<file path="config.mk">
export PLATFORM = sky130hd
export DESIGN_NAME = alu_arbiter
export DESIGN_NICKNAME = d
export VERILOG_FILES = /design/src/rtl/alu_arbiter.sv
export SDC_FILE = /design/constraint.sdc
export NUM_CORES = 1
export LEC_CHECK = 0
export CORE_AREA = 2 2 124 126
export CTS_CLUSTER_DIAMETER = 80
export DETAILED_ROUTE_END_ITERATION = 7
export DIE_AREA = 0 0 126 128
export MAX_ROUTING_LAYER = met4
export PLACE_DENSITY = 0.77
export SLEW_MARGIN = 20
export SYNTH_ARGS = -nofsm -noshare
export SYNTH_HDL_FRONTEND = slang
export SYNTH_SLANG_ARGS = --single-unit
</file>
<file path="constraint.sdc">
create_clock -name clk -period 6.06 [get_ports clk]
set_clock_uncertainty 0.1 [all_clocks]
set_input_delay 1.515 -clock clk [delete_from_list [all_inputs] [get_ports clk]]
set_output_delay 1.515 -clock clk [all_outputs]
set_load 0.01 [all_outputs]
</file>
<file path="src/rtl/alu_arbiter.sv">
// alu_arbiter
// Shares one external combinational ALU between two requesters using
// round-robin arbitration. Each requester has a valid/ready request channel
// (operands + opcode) and a valid/ready response channel (result + zero).
// One operation is in flight at a time: IDLE (grant) -> ISSUE (operands held
// in registers drive the ALU) -> RESP (registered result held until taken).
//
// Ports:
//   clk, reset_n              clock, synchronous active-low reset
//   req{0,1}_valid/ready      request handshake
//   req{0,1}_a/_b/_op         request operands and opcode
//   rsp{0,1}_valid/ready      response handshake
//   rsp{0,1}_c/_zero          captured result and zero flag
//   alu_a/alu_b/alu_op        registered operands to the shared ALU
//   alu_c/alu_zero            result from the shared ALU
//   busy                      high whenever an operation is in progress
module alu_arbiter #(
    parameter int WIDTH = 32,
    parameter int OPW   = 5
) (
    input  logic             clk,
    input  logic             reset_n,
    input  logic             req0_valid,
    output logic             req0_ready,
    input  logic [WIDTH-1:0] req0_a,
    input  logic [WIDTH-1:0] req0_b,
    input  logic [OPW-1:0]   req0_op,
    input  logic             req1_valid,
    output logic             req1_ready,
    input  logic [WIDTH-1:0] req1_a,
    input  logic [WIDTH-1:0] req1_b,
    input  logic [OPW-1:0]   req1_op,
    output logic             rsp0_valid,
    input  logic             rsp0_ready,
    output logic [WIDTH-1:0] rsp0_c,
    output logic             rsp0_zero,
    output logic             rsp1_valid,
    input  logic             rsp1_ready,
    output logic [WIDTH-1:0] rsp1_c,
    output logic             rsp1_zero,
    output logic [WIDTH-1:0] alu_a,
    output logic [WIDTH-1:0] alu_b,
    output logic [OPW-1:0]   alu_op,
    input  logic [WIDTH-1:0] alu_c,
    input  logic             alu_zero,
    output logic             busy
);

    typedef enum logic [1:0] {
        IDLE  = 2'd0,
        ISSUE = 2'd1,
        RESP  = 2'd2
    } state_t;

    state_t           state_reg, state_next;
    logic [WIDTH-1:0] opa_reg, opa_next;
    logic [WIDTH-1:0] opb_reg, opb_next;
    logic [OPW-1:0]   opop_reg, opop_next;
    logic             owner_reg, owner_next;
    logic             last_reg, last_next;
    logic [WIDTH-1:0] res_c_reg, res_c_next;
    logic             res_z_reg, res_z_next;

    logic [1:0] req_valid_vec;
    logic [1:0] grant_vec;
    logic [1:0] req_ready_vec;
    logic [1:0] rsp_valid_vec;
    logic [1:0] rsp_ready_vec;
    logic       req_fire;
    logic       req_sel;

    assign req_valid_vec = {req1_valid, req0_valid};
    assign rsp_ready_vec = {rsp1_ready, rsp0_ready};

    // A lone requester always wins; on a tie the one not served last wins.
    // Outputs are forced low while reset_n is low so they are defined even
    // before the first reset edge has cleared the state register.
    generate
        for (genvar gi = 0; gi < 2; gi++) begin : g_chan
            assign grant_vec[gi] = req_valid_vec[gi] &
                                   (~req_valid_vec[1-gi] | (last_reg != 1'(gi)));
            assign req_ready_vec[gi] = reset_n & (state_reg == IDLE) & grant_vec[gi];
            assign rsp_valid_vec[gi] = reset_n & (state_reg == RESP) &
                                       (owner_reg == 1'(gi));
        end
    endgenerate

    // At most one ready is high, so the requester with ready set is the one
    // being loaded.
    assign req_fire = |(req_valid_vec & req_ready_vec);
    assign req_sel  = req_ready_vec[1];

    always_comb begin
        state_next = state_reg;
        opa_next   = opa_reg;
        opb_next   = opb_reg;
        opop_next  = opop_reg;
        owner_next = owner_reg;
        last_next  = last_reg;
        res_c_next = res_c_reg;
        res_z_next = res_z_reg;
        case (state_reg)
            IDLE: begin
                if (req_fire) begin
                    opa_next   = req_sel ? req1_a  : req0_a;
                    opb_next   = req_sel ? req1_b  : req0_b;
                    opop_next  = req_sel ? req1_op : req0_op;
                    owner_next = req_sel;
                    state_next = ISSUE;
                end
            end
            ISSUE: begin
                res_c_next = alu_c;
                res_z_next = alu_zero;
                state_next = RESP;
            end
            RESP: begin
                if (rsp_ready_vec[owner_reg]) begin
                    last_next  = owner_reg;
                    state_next = IDLE;
                end
            end
            default: state_next = IDLE;
        endcase
    end

    always_ff @(posedge clk) begin
        if (!reset_n) begin
            state_reg <= IDLE;
            opa_reg   <= '0;
            opb_reg   <= '0;
            opop_reg  <= '0;
            owner_reg <= 1'b0;
            last_reg  <= 1'b1;
            res_c_reg <= '0;
            res_z_reg <= 1'b0;
        end else begin
            state_reg <= state_next;
            opa_reg   <= opa_next;
            opb_reg   <= opb_next;
            opop_reg  <= opop_next;
            owner_reg <= owner_next;
            last_reg  <= last_next;
            res_c_reg <= res_c_next;
            res_z_reg <= res_z_next;
        end
    end

    assign req0_ready = req_ready_vec[0];
    assign req1_ready = req_ready_vec[1];
    assign rsp0_valid = rsp_valid_vec[0];
    assign rsp1_valid = rsp_valid_vec[1];
    assign rsp0_c     = reset_n ? res_c_reg : '0;
    assign rsp1_c     = reset_n ? res_c_reg : '0;
    assign rsp0_zero  = reset_n & res_z_reg;
    assign rsp1_zero  = reset_n & res_z_reg;
    assign alu_a      = reset_n ? opa_reg  : '0;
    assign alu_b      = reset_n ? opb_reg  : '0;
    assign alu_op     = reset_n ? opop_reg : '0;
    assign busy       = reset_n & (state_reg != IDLE);

endmodule

</file>
==> summary.md <==
| Metric | Value |
|---|---|
| P_int | `0.00148 W` |
| Hold EP | `res_c_reg[11]$_SDFFE_PN0N_` |
| Syn. warnings | `0` |
| Dominant cell type by area after synthesis | `dfxtp_1` |
| Post_cts resized | `0` |
| Worst IR Drop VDD | `0.127 mV` |
| Final Cell Area | `8530 µm²` |
| Crit start category | `input pin` |
| GRT Total Usage | `22.0%` |
| Vias/cell | `5.11` |
| Post-route ant nets | `0` |
| # fillers | `1363` |
| Register bit total from synthesis | `106` |
| Die width | `126 µm` |
| Worst r2r dst | `opb_reg[31]$_SDFFE_PN0P_` |
| Net Switching | `0.000579 W` |
| Total clock sinks | `106` |
| Worst R2R Path Depth | `4` |
| R2R Setup Slk | `3460 ps` |
| Setup TNS | `0 ps` |
| Flop pwr share | `39.9%` |
| GP Congestion | `0.807` |
| Row count | `45` |
| I/O pin count | `317` |
| Hold path depth | `2` |
| Top-area cell type share of the netlist area | `40.3%` |
| Endpoints failing setup | `0` |
| First-pass GRT wire length | `27800 µm` |
| Leak Pwr | `3.41 nW` |
| Final Instance Count excl. Fillers | `1071` |
| Placed cell areas | `8210 µm²` |
| Final min period | `4730 ps` |
| Post-DP HPWL | `12400 µm` |
| Port bufs | `316` |
| Critical path arrival | `3120 ps` |
| Final WL | `18200 µm` |
| Register area | `2120 µm²` |
| Share of cells above drive strength 1 | `3.51%` |
| Start point of the worst hold path | `res_c_reg[11]$_SDFFE_PN0N_` |
| Routed WL per cell | `17.0 µm` |
| Status | `finished clean` |
| Rel. slew slack | `27.7%` |
| Initial Util | `35.4%` |
| Nets | `1054` |
| TritonCTS clock tree | `built` |
| Clock Latency Late Sink | `350 ps` |
| Period Utilization, post-route | `78.1%` |
| Syn_area_per_cell | `8.26 µm²` |
| Worst path required time | `4450 ps` |
| Final slew viol count | `0` |
| Multi-input logic area | `2500 µm²` |
| Slew @ Worst Pin | `1080 ps` |
| CTS Root Cell | `clkbuf_16` |
| Seq/Total Area, Yosys | `40.3%` |
| Crit end category | `output port` |
| RSZ-0062 raised after global routing | `false` |
| Worst Path Max Fanout | `60` |
| CTS Buf Count | `9` |
| Switching share of power | `28.1%` |
| Die span in y | `128 µm` |
| Placed insts | `1054` |
| Hold_buf cts | `0` |
| Postcts setup bufs | `0` |
| H-tree lvl count | `3` |
| Final hold vios | `0` |
| Clock buffer depth | `2` |
| Synthesized instance count | `637` |
| Critical path type | `input pin to output port` |
| FF-to-FF Start | `state_reg[1]$_SDFFE_PN0P_` |
| Area contributors post-synth | `dfxtp_1 (40%), a2bb2oi_1 (11%), a211oi_1 (9.8%), and2_1 (8.2%), o21ai_0 (6.8%)` |
| Post-synthesis cell area | `5260 µm²` |
| Distinct cells, synth | `26` |
| Grt ovf | `0` |
| Hold crit path type | `flip-flop to flip-flop` |
| Antenna violations before repair | `1` |
| P&R area growth vs syn | `62.2%` |
| First-pass detailed-route iteration total | `5` |
| Die area | `16100 µm²` |
| Syn nets | `814` |
| Core area | `14900 µm²` |
| Max-cap violations | `0` |
| Vias in the first global route | `5210` |
| Logic pwr share | `30.2%` |
| Largest net degree at the start of global routing | `84` |
| Clock share of power | `29.9%` |
| Via count | `5470` |
| Drt initial violations | `394` |
| Fmax | `211 MHz` |
| Clock-pin transition on the worst setup and hold timing paths | `70 ps` |
| P per Cell Area | `242 nW/µm²` |
| Drc violations | `0` |
[cell usage in the layout, fill, tap and decap left out, types with 9 or more instances in the layout]
cell type and n:
nor2_1 37, buf_4 9, a211oi_1 69, clkdlybuf4s50_1 315
and2_1 69, dfxtp_1 106, a21oi_1 35, a2bb2oi_1 69
o21ai_0 71, clkbuf_16 9, inv_1 34, nand2_1 35
[power by group through the flow]
| stage | clock network (W) | logic, W | registers [W] |
|---|---|---|---|
| floorplan | 0 | 0.000326 | 0.000830 |
| global placement | 0 | 0.000620 | 0.000835 |
| detailed placement | 0 | 0.000623 | 0.000838 |
| CTS | 0.000631 | 0.000629 | 0.000823 |
| global route | 0.000664 | 0.000675 | 0.000833 |
| finish | 0.000616 | 0.000624 | 0.000822 |
[cell families (layout without fill, tap and decap cells)]
| kind of cell | after synthesis | count (layout) | synth area share [%] |
|---|---|---|---|
| AO/OA/AOI/OAI | 249 | 249 | 32.2 |
| buffers and inverters | 130 | 375 | 12.4 |
| flip-flops | 106 | 106 | 40.3 |
| multiplexers | 1 | 1 | 0.190 |
| other | 0 | 1 | 0 |
| AND/OR/NAND/NOR | 151 | 151 | 14.9 |
[worst max-delay path: stages]
cell	delay [ps]
buf_2	180
buf_4	510
and2_1	320
clkdlybuf4s50_1	570
[worst max-delay path by stage]
stage / startpoint / to / slack [ps] / cells past startpoint
floorplan: reset_n / rsp1_c[26] / 1810 / 6
global placement: reset_n / alu_a[0] / 1340 / 4
detailed placement: reset_n / alu_a[0] / 1330 / 4
CTS: reset_n / alu_a[0] / 1330 / 4
global route: reset_n / rsp1_c[31] / 1230 / 5
finish: reset_n / alu_a[0] / 1330 / 4
[cell usage after synthesis, drive strengths merged]
cell,count
a21oi,35
nor2b,2
o21ai,71
nand3b,2
nor3,1
clkbuf,45
nand2b,1
nand2,35
a2bb2oi,69
a211oi,69
buf,51
inv,34
or3b,1
dfxtp,106
a21bo,1
a21boi,3
mux2i,1
nor2,39
and3,1
o21a,1
and2,69
[routing by layer]
| metal | GRT usage (%) | vias to the layer above | part of all wire, % | wire length (µm) |
|---|---|---|---|---|
| li1 | - | 2684 | - | - |
| met5 | - | - | 0 | 0 |
| met1 | 28.3 | 2585 | 44 | 8010 |
| met4 | 6.53 | 0 | 1.3 | 243 |
| met2 | 35.5 | 185 | 49 | 8840 |
| met3 | 3.96 | 16 | 6.1 | 1120 |
[layout make-up]
type	instances	share of cell area (%)
Clock buffer	10	2.80
Clock inverter	6	0.865
Inverter	34	1.50
Antenna cell	1	0.0293
Tap cell	188	2.76
Sequential cell	106	24.9
Multi-Input combinational cell	401	29.4
Timing Repair Buffer	325	37.8
[through the flow]
step                      utilization [%]  setup WS, ps  hold slack [ps]  power (W)
after floorplan                         -          1810              338    0.00116
after global placement               55.3          1340              347    0.00146
after detailed placement             55.3          1330              352    0.00146
after CTS                            57.4          1330              363    0.00208
after global routing                 57.4          1230              377    0.00217
final                                57.4          1330              361    0.00206
(Power assumes the default switching activity.)
